### src/rtl/ysyx_23060240_axi_pkg.sv
// Shared types and constants for the IFU/LSU to SRAM AXI arbiter.
package ysyx_23060240_axi_pkg;

  localparam int unsigned ADDR_W_DEF = 32;
  localparam int unsigned DATA_W_DEF = 32;

  localparam logic [1:0] RESP_OKAY   = 2'b00;
  localparam logic [1:0] RESP_SLVERR = 2'b10;

  typedef enum logic [1:0] {
    ST_IDLE  = 2'd0,
    ST_RD_M0 = 2'd1,
    ST_RD_M1 = 2'd2,
    ST_WR    = 2'd3
  } arb_state_e;

endpackage

### src/rtl/ysyx_23060240_rr_arb2.sv
// Two-way round-robin grant with a registered last-winner flag.
module ysyx_23060240_rr_arb2 (
  input  logic       clk,
  input  logic       rst,
  input  logic [1:0] i_req,
  input  logic       i_update,
  input  logic       i_winner,
  output logic       o_grant,
  output logic       o_valid
);

  logic r_last_grant;

  // Remember who was served last; reset to 1 so m0 wins the first contention
  always_ff @(posedge clk) begin
    if (rst) begin
      r_last_grant <= 1'b1;
    end else if (i_update) begin
      r_last_grant <= i_winner;
    end
  end

  // On contention pick the master that did not win last, otherwise the sole requester
  always_comb begin
    o_grant = 1'b0;
    if (&i_req) begin
      o_grant = ~r_last_grant;
    end else if (i_req[1]) begin
      o_grant = 1'b1;
    end
  end

  assign o_valid = |i_req;

endmodule

### src/rtl/ysyx_23060240_axi_arbiter.sv
// Arbitrates IFU (m0, read-only) and LSU (m1, read/write) onto one AXI SRAM slave.
// Only one transaction is outstanding at the slave at any time.
//
// state    | meaning
// ---------+------------------------------------------------------------
// ST_IDLE  | nothing granted; pick write first, else round-robin read
// ST_RD_M0 | m0 owns AR/R until the R handshake
// ST_RD_M1 | m1 owns AR/R until the R handshake
// ST_WR    | m1 owns AW/W/B until the B handshake; AW and W in any order
module ysyx_23060240_axi_arbiter
  import ysyx_23060240_axi_pkg::*;
#(
  parameter int unsigned ADDR_W = ADDR_W_DEF,
  parameter int unsigned DATA_W = DATA_W_DEF
) (
  input  logic              clk,
  input  logic              rst,
  // m0: instruction fetch read
  input  logic [ADDR_W-1:0] m0_araddr,
  input  logic              m0_arvalid,
  output logic              m0_arready,
  output logic [DATA_W-1:0] m0_rdata,
  output logic [1:0]        m0_rresp,
  output logic              m0_rvalid,
  input  logic              m0_rready,
  // m1: load-store read
  input  logic [ADDR_W-1:0] m1_araddr,
  input  logic              m1_arvalid,
  output logic              m1_arready,
  output logic [DATA_W-1:0] m1_rdata,
  output logic [1:0]        m1_rresp,
  output logic              m1_rvalid,
  input  logic              m1_rready,
  // m1: load-store write
  input  logic [ADDR_W-1:0] m1_awaddr,
  input  logic              m1_awvalid,
  output logic              m1_awready,
  input  logic [DATA_W-1:0] m1_wdata,
  input  logic [3:0]        m1_wstrb,
  input  logic              m1_wvalid,
  output logic              m1_wready,
  output logic [1:0]        m1_bresp,
  output logic              m1_bvalid,
  input  logic              m1_bready,
  // slave side
  output logic [ADDR_W-1:0] s_araddr,
  output logic              s_arvalid,
  input  logic              s_arready,
  input  logic [DATA_W-1:0] s_rdata,
  input  logic [1:0]        s_rresp,
  input  logic              s_rvalid,
  output logic              s_rready,
  output logic [ADDR_W-1:0] s_awaddr,
  output logic              s_awvalid,
  input  logic              s_awready,
  output logic [DATA_W-1:0] s_wdata,
  output logic [3:0]        s_wstrb,
  output logic              s_wvalid,
  input  logic              s_wready,
  input  logic [1:0]        s_bresp,
  input  logic              s_bvalid,
  output logic              s_bready
);

  arb_state_e r_state;
  arb_state_e w_state_nxt;
  logic       r_ar_done;
  logic       r_aw_done;
  logic       r_w_done;
  logic       w_rd_fire;
  logic       w_b_fire;
  logic       w_wr_pending;
  logic       w_arb_grant;
  logic       w_arb_valid;

  assign w_wr_pending = m1_awvalid || m1_wvalid;

  ysyx_23060240_rr_arb2 u_rr (
    .clk      (clk),
    .rst      (rst),
    .i_req    ({m1_arvalid, m0_arvalid}),
    .i_update (w_rd_fire),
    .i_winner (r_state == ST_RD_M1),
    .o_grant  (w_arb_grant),
    .o_valid  (w_arb_valid)
  );

  // Payloads pass straight through; valids/readies below decide who sees them
  assign s_awaddr = m1_awaddr;
  assign s_wdata  = m1_wdata;
  assign s_wstrb  = m1_wstrb;
  assign m0_rdata = s_rdata;
  assign m0_rresp = s_rresp;
  assign m1_rdata = s_rdata;
  assign m1_rresp = s_rresp;
  assign m1_bresp = s_bresp;

  // State register; reset aborts any transaction in flight
  always_ff @(posedge clk) begin
    if (rst) begin
      r_state <= ST_IDLE;
    end else begin
      r_state <= w_state_nxt;
    end
  end

  // Handshake-done flags keep each address/data beat from being issued twice
  always_ff @(posedge clk) begin
    if (rst) begin
      r_ar_done <= 1'b0;
      r_aw_done <= 1'b0;
      r_w_done  <= 1'b0;
    end else begin
      if (w_rd_fire) begin
        r_ar_done <= 1'b0;
      end else if (s_arvalid && s_arready) begin
        r_ar_done <= 1'b1;
      end
      if (w_b_fire) begin
        r_aw_done <= 1'b0;
        r_w_done  <= 1'b0;
      end else begin
        if (s_awvalid && s_awready) r_aw_done <= 1'b1;
        if (s_wvalid && s_wready)   r_w_done  <= 1'b1;
      end
    end
  end

  // Next-state decision and channel routing for the granted master
  always_comb begin
    w_state_nxt = r_state;
    w_rd_fire   = 1'b0;
    w_b_fire    = 1'b0;
    s_araddr    = m0_araddr;
    s_arvalid   = 1'b0;
    s_rready    = 1'b0;
    s_awvalid   = 1'b0;
    s_wvalid    = 1'b0;
    s_bready    = 1'b0;
    m0_arready  = 1'b0;
    m0_rvalid   = 1'b0;
    m1_arready  = 1'b0;
    m1_rvalid   = 1'b0;
    m1_awready  = 1'b0;
    m1_wready   = 1'b0;
    m1_bvalid   = 1'b0;
    case (r_state)
      ST_IDLE: begin
        if (w_wr_pending) begin
          w_state_nxt = ST_WR;
        end else if (w_arb_valid) begin
          w_state_nxt = w_arb_grant ? ST_RD_M1 : ST_RD_M0;
        end
      end
      ST_RD_M0: begin
        s_araddr   = m0_araddr;
        s_arvalid  = m0_arvalid && !r_ar_done;
        m0_arready = s_arready && !r_ar_done;
        s_rready   = m0_rready;
        m0_rvalid  = s_rvalid;
        if (s_rvalid && m0_rready) begin
          w_rd_fire   = 1'b1;
          w_state_nxt = ST_IDLE;
        end
      end
      ST_RD_M1: begin
        s_araddr   = m1_araddr;
        s_arvalid  = m1_arvalid && !r_ar_done;
        m1_arready = s_arready && !r_ar_done;
        s_rready   = m1_rready;
        m1_rvalid  = s_rvalid;
        if (s_rvalid && m1_rready) begin
          w_rd_fire   = 1'b1;
          w_state_nxt = ST_IDLE;
        end
      end
      ST_WR: begin
        s_awvalid  = m1_awvalid && !r_aw_done;
        m1_awready = s_awready && !r_aw_done;
        s_wvalid   = m1_wvalid && !r_w_done;
        m1_wready  = s_wready && !r_w_done;
        s_bready   = m1_bready;
        m1_bvalid  = s_bvalid;
        if (s_bvalid && m1_bready) begin
          w_b_fire    = 1'b1;
          w_state_nxt = ST_IDLE;
        end
      end
      default: begin
        w_state_nxt = ST_IDLE;
      end
    endcase
  end

endmodule

### config.mk
export PLATFORM = sky130hd
export DESIGN_NAME = ysyx_23060240_axi_arbiter
export DESIGN_NICKNAME = d
export VERILOG_FILES = /design/src/rtl/ysyx_23060240_axi_pkg.sv /design/src/rtl/ysyx_23060240_rr_arb2.sv /design/src/rtl/ysyx_23060240_axi_arbiter.sv
export SDC_FILE = /design/constraint.sdc
export NUM_CORES = 1
export LEC_CHECK = 0
export CAP_MARGIN = 20
export CORE_AREA = 8 8 135 137
export CTS_CLUSTER_SIZE = 24
export DETAILED_ROUTE_END_ITERATION = 10
export DIE_AREA = 0 0 143 145
export REMOVE_ABC_BUFFERS = 1
export SYNTH_ARGS = -nofsm -noshare
export SYNTH_HDL_FRONTEND = slang
export SYNTH_SLANG_ARGS = --single-unit
### constraint.sdc
create_clock -name clk -period 4.57 [get_ports clk]
set_clock_uncertainty 0.05 [all_clocks]
set_input_delay 0.914 -clock clk [delete_from_list [all_inputs] [get_ports clk]]
set_output_delay 0.914 -clock clk [all_outputs]
set_load 0.02 [all_outputs]
### Word level (Yosys, flattened, before mapping)

Cells that the tools add are included.

| operators by class | value |
|---|---|
| equal/unequal tests | 7 |
| muxes and demuxes | 27 |
| bitwise gates (word level) | 1 |
| reduce and logical (&&, ||, !) cells | 23 |

Operators with widths:

| kind | number |
|---|---|
| 2-to-1 mux 32 bit | 1 |
| 2-to-1 mux 1 bit | 16 |
| logical AND 1 bit | 13 |
| 2-to-1 mux 2 bit | 6 |
| case mux 2 bit (4 select lines) | 1 |
| != test 2 bit, second input constant | 3 |
| case mux 1 bit (2 select lines) | 3 |
| OR reduction 2 bit | 3 |
| equality test 2 bit, second input constant | 2 |
| AND reduction 4 bit | 1 |
| logical NOT 1 bit | 3 |
| != test 3 x 2 -> 1 bit, second input constant | 1 |
| equality test 2 x 1 -> 1 bit, second input constant | 1 |
| logical NOT 2 bit | 1 |
| AND reduction 2 bit | 1 |
| logical OR 1 bit | 1 |
| inverter 1 bit | 1 |

| storage, ports and cells | value |
|---|---|
| register bits after elaboration | 6 |
| input bits | 182 |
| output and inout bits | 182 |
| logic and storage cells | 63 |

### Logic depth before layout (Yosys ltp)

Gate-level depths: netlist of run 1.

| logic depth | value |
|---|---|
| word-level depth | 6 |
| gate-level depth with buffers | 7 |
| depth with buffers taken out | 6 |

### Modules after synthesis

Synthesis of run 1 repeated with hierarchy kept, for this count alone.

| second synthesis, totals | value |
|---|---|
| cell total of the unflattened synthesis | 232 |
| area, all modules | 1951.9 um^2 |

By module, submodules not included:

| module | instances | cells an instance | area an instance (um^2) |
|---|---|---|---|
| ysyx_23060240_axi_arbiter | 1 | 227 | 1903.1 |
| ysyx_23060240_rr_arb2 | 1 | 5 | 48.8 |

### Least setup slack after synthesis of run 1

No wires, ideal clock.

| timing path | value |
|---|---|
| kind | input to output |
| from | input port m0_rready |
| to | output port s_rready |
| arrival time | 1.478 ns |
| required time | 3.606 ns |
| slack | 2.128 ns |
| stages | 2 |
| cell sequence | nand2_1 > a21boi_0 |

| on the way | value |
|---|---|
| cells in the longest elaborated chain, start to end | 1 |

Ends and longest elaborated chain:

| what | RTL line | text |
|---|---|---|
| start: declaration | ysyx_23060240_axi_arbiter.sv:25 | `input logic m0_rready,` |
| case mux 1 bit (2 select lines) | ysyx_23060240_axi_arbiter.sv:147 | `case (r_state)` |
| end: declaration | ysyx_23060240_axi_arbiter.sv:52 | `output logic s_rready,` |

Every way passes these cells.

### Final worst setup path of run 1

| timing path | value |
|---|---|
| from | register r_state[0] |
| to | output port s_araddr[1] |

| on the way | value |
|---|---|
| cells in the longest elaborated chain, start to end | 2 |

Ends and longest elaborated chain:

| what | RTL line | text |
|---|---|---|
| start: declaration | ysyx_23060240_axi_arbiter.sv:65 | `arb_state_e r_state;` |
| start signal: assignment | ysyx_23060240_axi_arbiter.sv:103 | `r_state <= w_state_nxt;` |
| equality test 2 bit | -- |  |
| named net u_rr.i_winner | ysyx_23060240_rr_arb2.sv:7 | `input logic i_winner,` |
| 2-to-1 mux 32 bit | ysyx_23060240_axi_arbiter.sv:147 |  |
| end: declaration | ysyx_23060240_axi_arbiter.sv:46 | `output logic [ADDR_W-1:0] s_araddr,` |

The timed path passes the listed nets, and every way through them passes these cells.

==> results by group, run 1 <==
Yosys
  – Mux contribution to synthesized area: 20.2%
  – Number of synthesized register bits: 6
  – Post-synthesis sequential area ratio: 6.22%
  – Mapped Cells: 233
  – Syn_area_per_cell: 8.29 µm²
  – Top cell type by total area after synthesis: buf_4
  – Ys Warns: 0
  – Synth top area share: 54.1%
  – Simple-gate share of the synthesized area: 9.92%
  – Yosys cell types: 26
  – Xor and xnor fraction of the mapped netlist area: 0%
  – Synth area leaders: buf_4 (54%), mux2_2 (19%), dfxtp_1 (6.2%)
  – Adder-Cell Fraction of Synth Area: 4.54%
  – Largest family of logic cells by synthesized area: buffers and inverters
  – Synthesized cell area: 1930 µm²
  – Area fraction in compound gates after synthesis: 3.89%

Power and ir drop
  – Pint: 0.000569 W
  – Switching Fraction: 41.9%
  – Clock power share: 14.7%
  – Register share of total power: 8.2%
  – Net Switching: 0.000411 W
  – Comb pwr share: 77.1%
  – PD cells: 401 nW/µm²
  – Leak: 0.871 nW
  – Peak supply drop: 264 µV

STA
  – Fin crit period: 3.63 ns
  – Final TNS setup: 0 ns
  – Max-slew violation count: 0
  – Hold_ws: 0.442 ns
  – Final Hold Fails: 0
  – Worst rel slew slack: 59.0%
  – Slew @ Worst Pin: 0.615 ns
  – Setup violators final: 0
  – Final worst path period share: 79.5%
  – Fmax: 275 MHz
  – Unrepaired setup endpoints after global routing: no

Layout
  – Nets: 407
  – Multi-input gate area: 747 µm²
  – Most common cell after layout, fill and taps aside: clkdlybuf4s50_1
  – Most frequent cells in the layout: clkdlybuf4s50_1 (121), mux2_2 (32), nand2_1 (8)
  – Fillcell total: 1,809
  – Ant. Diodes: 0
  – Reg area: 120 µm²
  – Layout area overhead: 26.6%
  – Share of layout cells above drive strength 1: 19.4%

Routing
  – TritonRoute pass-1 iters: 4
  – Antenna Nets Post-Route: 0
  – Final wirelength: 25.5 mm
  – DRC: 0
  – DRT iter0 DRCs: 44
  – WL/cell: 58.4 µm
  – Via/cell ratio: 3.77
  – Detailed-route via count: 1,643

Clock network
  – H-tree depth: 1
  – CTS tree: done
  – CTS Buffer Depth: 2
  – Clock Pin Slew Worst Setup and Hold Paths: 0.04 ns
  – Clock root cell: clkbuf_16
  – TritonCTS Buffers: 3
  – Hold Buf Count CTS: 0
  – Post-CTS Setup Bufs: 0
  – Post-CTS sizing: 0
  – Sink Count: 6
  – Skew-Pair Late Insertion Delay: 0.23 ns

Run
  – Max_cap viols: 0

Global route
  – Initial antenna violation count: 0
  – Vias in the first global route: 1,702
  – Global-route wire length before repair: 29.2 mm
  – Overflow after GRT: 0
  – Pin count of the biggest net entering global routing: 23
  – Gr usage total: 23.5%

Die
  – Starting Density: 11.9%
  – Die X: 143 µm
  – IO Count: 364
  – Die area: 20,700 µm²
  – Rows: 47
  – Placeable core region: 16,200 µm²
  – Chip height: 145 µm

Setup path
  – Nature of the critical path startpoint: flip-flop
  – CP Class: reg -> out
  – Crit-path max cell delay: 0.59 ns
  – Largest delay contributor family on the critical path: buffers and inverters
  – Critical Path AT: 2.67 ns
  – Critical-path cell list: inv_1, ha_2, buf_4, mux2_2, clkdlybuf4s50_1
  – Slowest-stage cell, CP: ha_2
  – CP Capture Type: output port
  – Worst path required time: 3.61 ns
  – Worst path bufs/invs: 3
  – CP max FO: 22

Placed design
  – Routability cong.: 0.972
  – I/O Buffers: 121
  – DP Wirelength: 24.6 mm

Run status
  – Status: completed

Hold path
  – Hold WC Path Type: reg -> reg
[power groups by stage]
stage	logic, W	clock network, W	registers, W
4_1_cts	0.000767	0.000146	0.0000808
3_3_place_gp	0.000755	0	0.0000812
5_1_grt	0.000799	0.000151	0.0000834
3_5_place_dp	0.000763	0	0.0000816
6_report	0.000755	0.000144	0.0000802
2_1_floorplan	0.000401	0	0.0000767
[per-layer routing]
layer  wire length [µm]  part of all wire [%]  track usage (%)  vias to the layer above
li1                   -                     -                -                      591
met1               4030                    16             10.4                      700
met2              14300                    56             46.6                      322
met3               6140                    24             26.3                       24
met4                728                   2.9             6.11                        6
met5                248                  0.97             9.00                        -
[area by class of cell]
cell class	count	share of cell area (%)
repair buffers	122	49.9
multi-input cells	83	30.6
well taps	220	11.3
flip-flops and latches	6	4.92
clock buffers	3	3.07
inverters	2	0.307
[cell families (layout without fill, tap and decap cells)]
logic type                 after synthesis  after routing
buffers and inverters                  144            127
muxes                                   35             35
and+or+nand+nor                         31             31
AOI/OAI and AO/OA                       10             10
adders and majority gates                7              7
DFF                                      6              6
[synthesized netlist by cell type]
master and n:
nand2b_1 2, o21bai_1 1, a21o_1 1, dfxtp_1 6
inv_1 2, a211o_1 1, and3b_1 6, a21boi_0 1
nor3_1 1, nand3b_1 2, a221oi_2 1, a22o_1 1
and2_1 2, ha_1 7, and2_2 2, nand2_1 8
nand3_1 1, mux2_2 32, mux2i_1 3, nor3b_2 1
a21oi_1 4, buf_4 139, nor4_1 1, nor2_1 4
buf_2 3, nor3_2 1
[state kept, by name (all words and copies together), names as in the netlist]
signal / cells
r_ar_done: 1
r_state: 2
r_aw_done: 1
r_w_done: 1
u_rr.r_last_grant: 1
[worst paths after layout]
check                           cells past startpoint                end  startpoint  slack (ns)
worst max register to register                      7  u_rr.r_last_grant  r_state[0]        2.39
worst min register to register                      2          r_aw_done   r_aw_done        0.44
worst max-delay path                                5        s_araddr[1]  r_state[0]        0.94
worst min-delay path                                2          r_aw_done   r_aw_done        0.44
[through the flow]
stage | instance area [µm²] | cells | worst slack (ns) | utilization, % | total power, W
global route | 2440 | 436 | 0.779 | 15.1 | 0.00103
CTS | 2440 | 436 | 0.870 | 15.1 | 0.000994
detailed placement | 2370 | 433 | 1.10 | 14.6 | 0.000845
finish | 2440 | 436 | 0.937 | 15.1 | 0.000979
global placement | 2370 | 433 | 1.13 | 14.6 | 0.000837
floorplan | 872 | 91 | 1.61 | - | 0.000478
[worst reg2reg max path: stages, from the launching register on]
cell,delay (ns)
dfxtp_1,0.34
inv_1,0.14
ha_2,0.59
buf_4,0.38
nand2_1,0.08
a21oi_1,0.32
nor2_1,0.07
o21bai_1,0.13
Note: power is estimated with default switching activity, not from simulation.
==> inputs of run 2 (changes only) <==
--- a/config.mk
+++ b/config.mk
@@ -6,10 +6,10 @@
 export NUM_CORES = 1
 export LEC_CHECK = 0
 export CAP_MARGIN = 20
-export CORE_AREA = 8 8 135 137
+export CORE_AREA = 8 8 134 136
 export CTS_CLUSTER_SIZE = 24
 export DETAILED_ROUTE_END_ITERATION = 10
-export DIE_AREA = 0 0 143 145
+export DIE_AREA = 0 0 142 144
 export REMOVE_ABC_BUFFERS = 1
 export SYNTH_ARGS = -nofsm -noshare
 export SYNTH_HDL_FRONTEND = slang
==> constraint.sdc (replaced) <==
create_clock -name clk -period 3.5 [get_ports clk]
set_clock_uncertainty 0.05 [all_clocks]
set_input_delay 0.7 -clock clk [delete_from_list [all_inputs] [get_ports clk]]
set_output_delay 0.7 -clock clk [all_outputs]
set_load 0.02 [all_outputs]
==> results by group, run 2 (same netlist as run 1, synthesis figures left out) <==
Die
  – IO Count: 364
  – Chip height: 144 µm
  – Placeable core region: 16,100 µm²
  – Rows: 47
  – Die area: 20,400 µm²
  – Die X: 142 µm
  – Starting Density: 12.0%

Power and ir drop
  – Leak: 0.874 nW
  – Post-route total power: 0.00127 W
  – PD cells: 517 nW/µm²
  – Peak supply drop: 234 µV

STA
  – Final TNS setup: 0 ns
  – Slew @ Worst Pin: 0.446 ns
  – Final worst path period share: 88.0%
  – Unrepaired setup endpoints after global routing: no
  – Max-slew violation count: 0
  – Fin crit period: 3.08 ns
  – Setup violators final: 0
  – Final Hold Fails: 0
  – Fmax: 325 MHz
  – Worst rel slew slack: 70.0%

Global route
  – Overflow after GRT: 0
  – Initial antenna violation count: 0
  – Pin count of the biggest net entering global routing: 26
  – Gr usage total: 22.3%
  – Global-route wire length before repair: 27.3 mm
  – Vias in the first global route: 1,717

Routing
  – Via/cell ratio: 3.89
  – DRC: 0
  – Detailed-route via count: 1,697
  – TritonRoute pass-1 iters: 4
  – Antenna Nets Post-Route: 0
  – Final wirelength: 24.0 mm
  – WL/cell: 55.0 µm
  – DRT iter0 DRCs: 40

Placed design
  – Routability cong.: 0.961
  – Post-Place Cells: 433
  – I/O Buffers: 121
  – DP Wirelength: 22.8 mm
  – Placed Area: 2380 µm²

Layout
  – Layout area overhead: 27.2%
  – Share of layout cells above drive strength 1: 19.4%
  – Most frequent cells in the layout: clkdlybuf4s50_1 (121), mux2_2 (32), nand2_1 (8)
  – Post-Layout Cell Count: 436
  – Ant. Diodes: 0
  – Nets: 407
  – Fillcell total: 1,823
  – Final instance area: 2460 µm²
  – Final core utilization: 15.3%
  – Largest Register: r_state
  – Most common cell after layout, fill and taps aside: clkdlybuf4s50_1
  – Max FFs per register: 2

Clock network
  – H-tree depth: 1
  – CTS Buffer Depth: 2
  – CTS tree: done
  – Sink Count: 6
  – Clock root cell: clkbuf_16
  – Post-CTS sizing: 0
  – Skew-Pair Late Insertion Delay: 0.23 ns
  – Hold Buf Count CTS: 0
  – TritonCTS Buffers: 3
  – Post-CTS Setup Bufs: 0
  – Clock Pin Slew Worst Setup and Hold Paths: 0.04 ns

Setup path
  – R2R Path End: u_rr.r_last_grant
  – Largest delay contributor family on the critical path: buffers and inverters
  – Reg2reg setup slack: 1.68 ns
  – Critical-path cell list: inv_1, ha_2, buf_12, mux2_2, clkdlybuf4s50_1
  – Worst r2r src: r_state[0]
  – Critical Path AT: 2.33 ns
  – Nature of the critical path startpoint: flip-flop
  – CP Capture Type: output port
  – CP max FO: 25
  – Reg2reg path depth: 7
  – Crit-path max cell delay: 0.56 ns
  – CP Class: reg -> out
  – Worst path bufs/invs: 3
  – Slowest-stage cell, CP: clkdlybuf4s50_1
  – Worst path required time: 2.75 ns

Hold path
  – Hold WC Path Type: reg -> reg
  – Hold Path Cell Cnt: 2
  – Hold Startpoint: r_aw_done
  – Hold path endpoint: r_aw_done

Run
  – Max_cap viols: 0

Run status
  – Status: completed
-- run 2: cell count changes in the layout (fill, tap and decap cells not counted) --
cell	previous run	this run
buf_4	1	0
buf_12	0	1
-- run 2: cell type report --
type / instances / area, µm² / area share, %
clock buffer: 3 / 75.1 / 3.06
inverter: 2 / 7.51 / 0.306
multi-input combinational: 83 / 747 / 30.4
sequential: 6 / 120 / 4.89
tap: 220 / 275 / 11.2
timing repair buffer: 122 / 1230 / 50.1
-- run 2: report_power, final --
group          switching, W  internal, W
Combinational      0.000451     0.000524
Sequential        0.0000193    0.0000850
Clock             0.0000429     0.000147
-- run 2: routing by layer --
| layer | vias to the layer above | track usage [%] | share of wire, % |
|---|---|---|---|
| li1 | 588 | - | - |
| met1 | 706 | 10.3 | 17 |
| met2 | 375 | 43.6 | 55 |
| met3 | 20 | 26.4 | 25 |
| met4 | 8 | 4.80 | 1.9 |
| met5 | - | 9.69 | 1.0 |
-- run 2: tightest hold or removal path, delay by kind of cell (launching register included) --
family           cells  cell delay, ns
flip-flops           1            0.34
AO/OA/AOI/OAI        1            0.05
AND/OR/NAND/NOR      1            0.07
-- run 2: per-stage QoR --
step                      setup slack, ns  hold slack (ns)
after CTS                           0.385            0.441
after global routing                0.303            0.473
after detailed placement            0.591            0.431
after floorplan                     0.757            0.394
after global placement              0.590            0.414
final                               0.420            0.440
-- run 2: how the worst max path moves through the flow --
stage,from,to,cells past startpoint
after global routing,r_state[0],s_araddr[26],5
after detailed placement,m1_arvalid,s_arvalid,4
after floorplan,r_state[0],s_arvalid,4
after CTS,r_state[0],s_araddr[26],5
after global placement,m1_arvalid,s_arvalid,4
final,r_state[0],s_araddr[8],5
==> patch: new RTL, settings of run 1 <==
The package constant `ADDR_W_DEF` goes from 32 to 16.
--- a/src/rtl/ysyx_23060240_axi_pkg.sv
+++ b/src/rtl/ysyx_23060240_axi_pkg.sv
@@ -2,5 +2,5 @@
 package ysyx_23060240_axi_pkg;
 
-  localparam int unsigned ADDR_W_DEF = 32;
+  localparam int unsigned ADDR_W_DEF = 16;
   localparam int unsigned DATA_W_DEF = 32;
 
Ports: changed (5 resized); port bits go from 364 to 284. No check against the original RTL was run, so the function may have changed too.
==> patch against run 1 <==
Cell area down 26%; critical path type is now in2out; worst setup slack improved by 260 ps; largest cell class unchanged; total power decreased by 27%; synthesized area is 16% lower; first-iteration DRC count fell by 61%; sequential cell count stayed put; worst hold slack better by 6.2 ps; routed wire length is 34% lower.
==> patch: results <==
metrics = {
    "status": {
        "outcome": "completed",
    },
    "layout": {
        "largest_register_ffs": 2,
        "layout.cells.non_filler": 372,
        "multi_input_area_share_pct": 31.2,
        "sh_seq_area_pct": 6.68,
        "final_core_util_pct": 11.1,
        "num-fill-cells": 1854,
        "top_register": "r_state",
        "multi_input_gates": 67,
        "nets": 295,
        "layout-drive-gt1-share_pct": 5.26,
        "clk_share_pct": 4.18,
        "num-nonclk-buffers": 74,
        "syn_to_final_growth_pct": 11.1,
        "non_clock_buffer_area_share_pct": 42.2,
        "multi_input_area_um2": 562,
    },
    "synthesis": {
        "synth.distinct_cells": 25,
        "synth_xor_area_share_pct": 0,
        "yosys-top-cells-area": "buf_4 57%, mux2_1 11%, dfxtp_1 7.4%",
        "synth_top_flop_cell": "dfxtp_1",
        "syn_avg_cell_area_um2": 8.13,
        "async_flop_share_pct": 0,
        "synth_mux_area_share_pct": 13.0,
        "synth_common_cells": "123 x buf_4, 16 x mux2_1, 8 x nand2_1",
        "synth_compound_area_share_pct": 4.64,
        "yosysSeqAreaShare_pct": 7.42,
        "yosys.area_share.adder_pct": 5.41,
        "synth_seq_cells": 6,
    },
    "worst_setup_path": {
        "cp.arrival_ps": 2410,
        "critPathMaxFanout": 4,
        "critPathLaunch": "m1_arvalid",
    },
    "clocking": {
        "htree_levels": 1,
        "post-cts-setup-buffers": 0,
        "root_buffer": "clkbuf_16",
        "clk_pin_slew_ps": 30,
        "cts-buffers-inserted": 3,
        "clk_latency_ps": 230,
    },
    "route": {
        "wirelength_um": 16900,
        "first_iter_violations": 17,
        "dr.pass1.iters": 4,
        "via_count": 1135,
        "drtAntennaViolNets": 0,
    },
    "place": {
        "placed_area_um2": 1700,
        "place_ws_ps": 1050,
        "port_buffers": 73,
        "place_congestion": 0.890,
        "hpwl_um": 16200,
    },
    "power_and_ir_drop": {
        "vdd_drop_max_mv": 0.197,
        "p_leak_uw": 0.000637,
        "p_sw_share_pct": 39.4,
    },
    "hold_path": {
        "worstHoldStart": "r_w_done$_SDFFE_PP0P_",
        "hold_path_class": "reg2reg",
    },
    "sta": {
        "worstMarginPinSlew_ps": 426,
    },
    "grt": {
        "grt_first_pass_wirelength_um": 19500,
        "grt_max_degree": 22,
        "antenna_found_initial": 0,
        "gr-usage-all-layers_pct": 15.5,
        "grt_pass1_vias": 1215,
    },
}
-- patch: power by group through the flow --
stage	Combinational, uW	Clock, uW	Sequential (uW)
after global placement	469	0	77.9
after global routing	534	150	81.5
after floorplan	256	0	76.0
final	493	141	79.6
after CTS	478	145	79.7
after detailed placement	475	0	80.3
-- patch: worst paths after layout --
| check | end | slack [ps] | cells past startpoint |
|---|---|---|---|
| setup reg to reg | r_state[0]$_SDFFE_PP0P_ | 2920 | 4 |
| hold reg to reg | r_w_done$_SDFFE_PP0P_ | 450 | 2 |
| setup / recovery | s_arvalid | 1200 | 4 |
| hold / removal | r_w_done$_SDFFE_PP0P_ | 450 | 2 |
-- patch: layer usage --
metal  share of wire [%]  vias to the layer above  global-route usage [%]
met5                   0                        -                       0
met4                0.95                        0                    1.97
met3                  37                        4                    25.9
met2                  49                      248                    26.9
met1                  14                      453                    6.13
li1                    -                      430                       -
-- patch: critical path, cell delays in order --
cell and delay [ps]:
clkdlybuf4s50_1 530, mux2i_1 110, nor3b_2 210, clkdlybuf4s50_1 640
